File: config.mk
export PLATFORM = sky130hd
export DESIGN_NAME = strobe_memory
export DESIGN_NICKNAME = d
export VERILOG_FILES = /design/src/rtl/strobe_memory_pkg.sv /design/src/rtl/strobe_memory_resp_fifo.sv /design/src/rtl/strobe_memory.sv
export SDC_FILE = /design/constraint.sdc
export NUM_CORES = 2
export LEC_CHECK = 0
export CAP_MARGIN = 25
export CORE_ASPECT_RATIO = 2
export CORE_UTILIZATION = 60
export CTS_CLUSTER_SIZE = 28
export DETAILED_ROUTE_END_ITERATION = 12
export HOLD_SLACK_MARGIN = 0.03
export PLACE_DENSITY_LB_ADDON = 0.08
export RECOVER_POWER = 25
export SYNTH_ARGS = -nofsm -noshare
export SYNTH_HDL_FRONTEND = slang
export SYNTH_SLANG_ARGS = --single-unit
File: constraint.sdc
create_clock -name iwClk -period 7.9 [get_ports iwClk]
set_input_delay 1.58 -clock iwClk [delete_from_list [all_inputs] [get_ports iwClk]]
set_output_delay 1.58 -clock iwClk [all_outputs]
set_load 0.03 [all_outputs]
File: src/rtl/strobe_memory_pkg.sv
// Shared constants, types and address decode for the byte-lane data memory.
package strobe_memory_pkg;

  localparam int unsigned BYTE_W = 8;

  typedef struct packed {
    logic [63:0] index;
    logic        err;
  } decode_t;

  function automatic int unsigned clog2(input int unsigned value);
    int unsigned result;
    result = 0;
    for (int unsigned i = 0; i < 32; i++) begin
      if ((64'd1 << i) < 64'(value)) result = i + 1;
    end
    return result;
  endfunction

  // Misaligned or past-the-end addresses are flagged instead of aliasing.
  function automatic decode_t decode_addr(input logic [63:0] addr,
                                          input int unsigned lanes,
                                          input int unsigned words);
    decode_t     d;
    logic [63:0] lane_mask;
    lane_mask = 64'(lanes) - 64'd1;
    d.index   = addr >> clog2(lanes);
    d.err     = ((addr & lane_mask) != '0) || (d.index >= 64'(words));
    return d;
  endfunction

endpackage

File: src/rtl/strobe_memory_resp_fifo.sv
// Two-entry synchronous FIFO holding read responses in request order.
module strobe_memory_resp_fifo #(
  parameter int unsigned pWidth = 33
) (
  input  logic              clk,
  input  logic              rst_n,
  input  logic              push,
  input  logic [pWidth-1:0] push_data,
  input  logic              pop,
  output logic [pWidth-1:0] head,
  output logic [1:0]        count
);

  logic [pWidth-1:0] entries [2];
  logic              wr_ptr;
  logic              rd_ptr;
  logic [1:0]        count_q;

  always_ff @(posedge clk or negedge rst_n) begin
    if (!rst_n) begin
      entries[0] <= '0;
      entries[1] <= '0;
      wr_ptr     <= 1'b0;
      rd_ptr     <= 1'b0;
      count_q    <= '0;
    end else begin
      if (push) begin
        entries[wr_ptr] <= push_data;
        wr_ptr          <= ~wr_ptr;
      end
      if (pop) rd_ptr <= ~rd_ptr;
      unique case ({push, pop})
        2'b10:   count_q <= count_q + 2'd1;
        2'b01:   count_q <= count_q - 2'd1;
        default: count_q <= count_q;
      endcase
    end
  end

  assign head  = entries[rd_ptr];
  assign count = count_q;

endmodule

File: src/rtl/strobe_memory.sv
// Parametrised byte-lane data memory with strobed writes and a buffered,
// back-pressured read response channel.
module strobe_memory
  import strobe_memory_pkg::*;
#(
  parameter int unsigned pWords     = 128,
  parameter int unsigned pLanes     = 4,
  parameter int unsigned pAddrWidth = 32
) (
  input  logic                       iwClk,
  input  logic                       iwnRst,
  input  logic                       iwReadValid,
  output logic                       owReadReady,
  input  logic [pAddrWidth-1:0]      iwReadAddr,
  output logic                       orRespValid,
  input  logic                       iwRespReady,
  output logic [pLanes*BYTE_W-1:0]   orRespData,
  output logic                       orRespErr,
  input  logic                       iwWriteValid,
  input  logic [pAddrWidth-1:0]      iwWriteAddr,
  input  logic [pLanes*BYTE_W-1:0]   iwWriteData,
  input  logic [pLanes-1:0]          iwWstrb,
  output logic                       orWriteAck,
  output logic                       orWriteErr
);

  localparam int unsigned DATA_W = pLanes * BYTE_W;
  localparam int unsigned IDX_W  = (pWords > 1) ? clog2(pWords) : 1;

  typedef struct packed {
    logic [DATA_W-1:0] data;
    logic              err;
  } resp_t;

  logic [DATA_W-1:0] mem [pWords];

  logic [IDX_W-1:0] wr_idx;
  logic             wr_err;
  logic [IDX_W-1:0] rd_idx;
  logic             rd_err;

  always_comb begin
    decode_t wd;
    decode_t rd;
    wd     = decode_addr(64'(iwWriteAddr), pLanes, pWords);
    rd     = decode_addr(64'(iwReadAddr), pLanes, pWords);
    wr_idx = wd.index[IDX_W-1:0];
    wr_err = wd.err;
    rd_idx = rd.index[IDX_W-1:0];
    rd_err = rd.err;
  end

  // Array is deliberately not reset.
  always_ff @(posedge iwClk) begin
    if (iwWriteValid && !wr_err) begin
      for (int unsigned i = 0; i < pLanes; i++) begin
        if (iwWstrb[i]) mem[wr_idx][i*BYTE_W +: BYTE_W] <= iwWriteData[i*BYTE_W +: BYTE_W];
      end
    end
  end

  logic        accept;
  logic        pop;
  logic        inflight;
  resp_t       inflight_resp;
  resp_t       head;
  logic [1:0]  fifo_count;
  logic [2:0]  occupancy;

  assign accept = iwReadValid & owReadReady;

  // Array is sampled at the accepting edge, so a same-edge write is not seen.
  always_ff @(posedge iwClk or negedge iwnRst) begin
    if (!iwnRst) begin
      inflight      <= 1'b0;
      inflight_resp <= '0;
      orWriteAck    <= 1'b0;
      orWriteErr    <= 1'b0;
    end else begin
      inflight <= accept;
      if (accept) begin
        inflight_resp.err  <= rd_err;
        inflight_resp.data <= rd_err ? '0 : mem[rd_idx];
      end
      orWriteAck <= iwWriteValid;
      orWriteErr <= iwWriteValid & wr_err;
    end
  end

  strobe_memory_resp_fifo #(
    .pWidth($bits(resp_t))
  ) u_resp_fifo (
    .clk       (iwClk),
    .rst_n     (iwnRst),
    .push      (inflight),
    .push_data (inflight_resp),
    .pop       (pop),
    .head      (head),
    .count     (fifo_count)
  );

  assign orRespValid = (fifo_count != 2'd0);
  assign pop         = orRespValid & iwRespReady;
  assign occupancy   = {1'b0, fifo_count} + {2'b00, inflight} - {2'b00, pop};
  assign owReadReady = (occupancy < 3'd2);
  assign orRespData  = orRespValid ? head.data : '0;
  assign orRespErr   = orRespValid ? head.err : 1'b0;

endmodule
==> impl_metrics.json <==
{
  "wl_met1_mm": 155,
  "dpl_cell_area_mm2": 0.169,
  "ir_drop_mv": 0.228,
  "ctsResizeCount": 0,
  "fmax_mhz": 177,
  "dp_slack_ns": 2.13,
  "overflow": 0,
  "final_area_mm2": 0.180,
  "ys_types": 54,
  "clk_latency_ns": 0.94,
  "crit_type": "input pin to output pin",
  "dr.first_iter.drc_count": 10600,
  "synth_area_leaders": "edfxtp_1 75%, mux4_2 11%, mux2_2 2.2%, mux2i_1 2.0%, dfrtp_1 1.6%",
  "status": "finished with violations",
  "finalCoreUtilization_pct": 66.5,
  "num_vias": 83900,
  "fin_tns_setup_ns": 0,
  "cp_max_fo": 3,
  "ys_ff_latch": 4202,
  "cts_tree": "yes",
  "htreeDepth": 5,
  "maxUsedRoutingLayer": "met5",
  "grt_max_degree": 130,
  "drcViolationCount": 0,
  "cts_setup_buffers": 0,
  "synth_nets": 8266,
  "yosysSeqAreaShare_pct": 76.8,
  "dp.cells": 11500,
  "portBuffers": 141,
  "powerDensity_mw_per_mm2": 247,
  "tightest_slew_ns": 4.11,
  "clkSinkCount": 4202,
  "wirelength_mm": 484,
  "finalNetCount": 8427,
  "core_area_mm2": 0.271,
  "final_hold_viol_count": 0,
  "areaGrowthSynthToFinish_pct": 10.1,
  "netlist_instances": 8158,
  "ff2ff_path_depth": 11,
  "antenna_found_initial": 56,
  "row_count": 270,
  "yosysWarnings": 0,
  "setup_violations": 0,
  "die_h_um": 741,
  "holdWs_ns": 0.478,
  "avgViaCountPerCell": 6.89,
  "required_ns": 6.32,
  "r2r_start": "u_resp_fifo.count[0]",
  "wl_met2_mm": 244,
  "yosys.area.top_type": "edfxtp_1",
  "first_global_vias": 85300,
  "fin_ws_ns": 2.26,
  "layoutNonFillerInstCount": 12200,
  "grt_pass1_wl_mm": 664,
  "synth.top_cell.area_share_pct": 75.1,
  "final_antenna_net_count": 0,
  "fin_crit_ns": 5.64,
  "violations": "max-capacitance violations, max-slew violations",
  "timing.slew.headroom_pct": -174,
  "max-cap-violations": 33,
  "cts_hold_buffers": 0,
  "netlist_area_mm2": 0.164,
  "hold_path_end": "u_resp_fifo.wr_ptr",
  "route.met3.wl_mm": 39.2,
  "power_leakage_nw": 56.0,
  "min_from": "inflight",
  "synth_area_per_cell_um2": 20.1,
  "hold_path.class": "flop to flop",
  "drt-pass1-iter-count": 6,
  "start_util_pct": 60.4,
  "critPathArrivalTime_ns": 4.06,
  "finalPower_mw": 44.6,
  "slew_violations": 1453,
  "startpoint_type": "input pin",
  "die_area_mm2": 0.275,
  "rsz0062_at_grt": "false",
  "cts_made_buffers": 349,
  "drive_above_1_share_pct": 21.6,
  "clock_skew_ns": 0.0364,
  "ios": 142,
  "reg2reg_slack_ns": 3.58,
  "endpoint_kind": "output pin",
  "place_congestion": 0.957,
  "finalCritPeriodShare_pct": 71.3,
  "grt_usage_pct": 35.6,
  "dp_hpwl_mm": 318,
  "whs_path_depth": 1,
  "r2r_end": "inflight_resp[15]",
  "clk_pin_slew_ns": 0.07,
  "cts_buffer_depth": 4,
  "fp.dieW_um": 371,
  "cts_root_buf": "clkbuf_16",
  "wl_per_cell_um": 39.7
}
worst max-delay path: stages:
cell and delay (ns):
dlygate4sd3_1 0.53, nor2b_1 0.26, ha_1 0.27, nor2_1 0.13, fa_1 0.45, nor2_1 0.15
clkdlybuf4s50_1 0.68
kinds of logic (layout without fill, tap and decap cells):
logic type | count (synthesis) | after routing | share of synthesized area [%]
flops | 4202 | 4202 | 76.8
other cells | 0 | 60 | 0
simple gates | 1245 | 1245 | 3.30
fa+ha+maj | 3 | 3 | 0.0275
compound gates | 744 | 744 | 3.14
mux | 1444 | 1444 | 15.2
xor+xnor | 6 | 6 | 0.0321
buf+inv | 514 | 941 | 1.55
cell type report:
cell class | instances | area [µm²]
tap | 3536 | 4420
timing repair buffer | 316 | 2990
fill | 17600 | 90700
inverter | 8 | 35.0
clock buffer | 411 | 9260
sequential | 4202 | 126000
antenna | 60 | 150
multi-input combinational | 3442 | 35700
clock inverter | 206 | 2060
power breakdown:
part           internal [mW]  total [mW]  switching [mW]
Combinational          0.814        2.51            1.70
Sequential              24.5        24.5          0.0485
Clock                   9.65        17.5            7.87
Total                   34.9        44.6            9.62
synth_stat cells (all sizes together):
cell and n:
nand2b 9, or3b 1, buf 230, o21bai 2, nor4 12, ha 2, o22ai 193, xor2 2
inv 8, o22a 31, fa 1, a31o 2, and2 2, o41ai 1, xnor2 4, a211oi 32
nor3 11, o221ai 32, dfrtp 106, nand4 33, nor2 629, o21ai 97, clkbuf 276, nand3b 1
edfxtp 4096, mux2i 322, a31oi 1, nor3b 36, mux4 798, nor2b 39, a21oi 34, or2 2
and3b 4, or4 31, nand3 129, a22oi 223, mux2 324, and3 2, nand2 304, a2111oi 32
o211ai 64
metal layers:
metal,GRT usage [%],vias up
met5,0,-
met4,27.3,36
met1,40.5,43800
li1,-,33800
met3,6.80,1371
met2,59.2,4918
sequential cells by signal (all words and copies together), names as in the netlist:
| register | cells |
|---|---|
| mem | 4096 |
| u_resp_fifo.entries | 66 |
| inflight_resp | 33 |
| u_resp_fifo.count | 2 |
| inflight | 1 |
| orWriteAck | 1 |
| orWriteErr | 1 |
| u_resp_fifo.rd_ptr | 1 |
| u_resp_fifo.wr_ptr | 1 |
cell usage in the layout (no fill, tap or decap), types with 7 or more instances in the layout:
cell type	n
o221ai_1	32
o22ai_1	193
nor3b_1	32
nand4_1	33
inv_1	7
nor4_1	10
mux2_2	324
o211ai_1	64
bufinv_16	38
clkbuf_16	359
buf_12	33
buf_4	134
a2111oi_0	23
nand2_1	297
edfxtp_1	4096
o22a_1	31
nand3_1	128
clkinv_1	63
clkinvlp_4	14
nor3_1	8
nor2_1	623
diode_2	60
clkinv_4	13
or4_1	31
o21ai_0	95
a22oi_1	223
clkbuf_1	83
clkinv_2	61
nor2b_1	34
mux4_2	798
clkdlybuf4s50_1	100
mux2i_1	322
inv_6	15
dfrtp_1	105
a211oi_1	32
a21oi_1	34
clkbuf_8	8
worst max-delay path by stage:
stage | start | to | slack (ns) | cells after the start
6_report | iwRespReady | owReadReady | 2.26 | 7
5_1_grt | iwRespReady | owReadReady | 2.10 | 7
4_1_cts | iwRespReady | owReadReady | 2.31 | 7
3_5_place_dp | iwWriteAddr[1] | mem[29][14] | 2.13 | 8
3_3_place_gp | iwRespReady | inflight_resp[15] | 2.00 | 11
2_1_floorplan | iwRespReady | owReadReady | 3.27 | 5
Power figures use the tool's default switching activity.
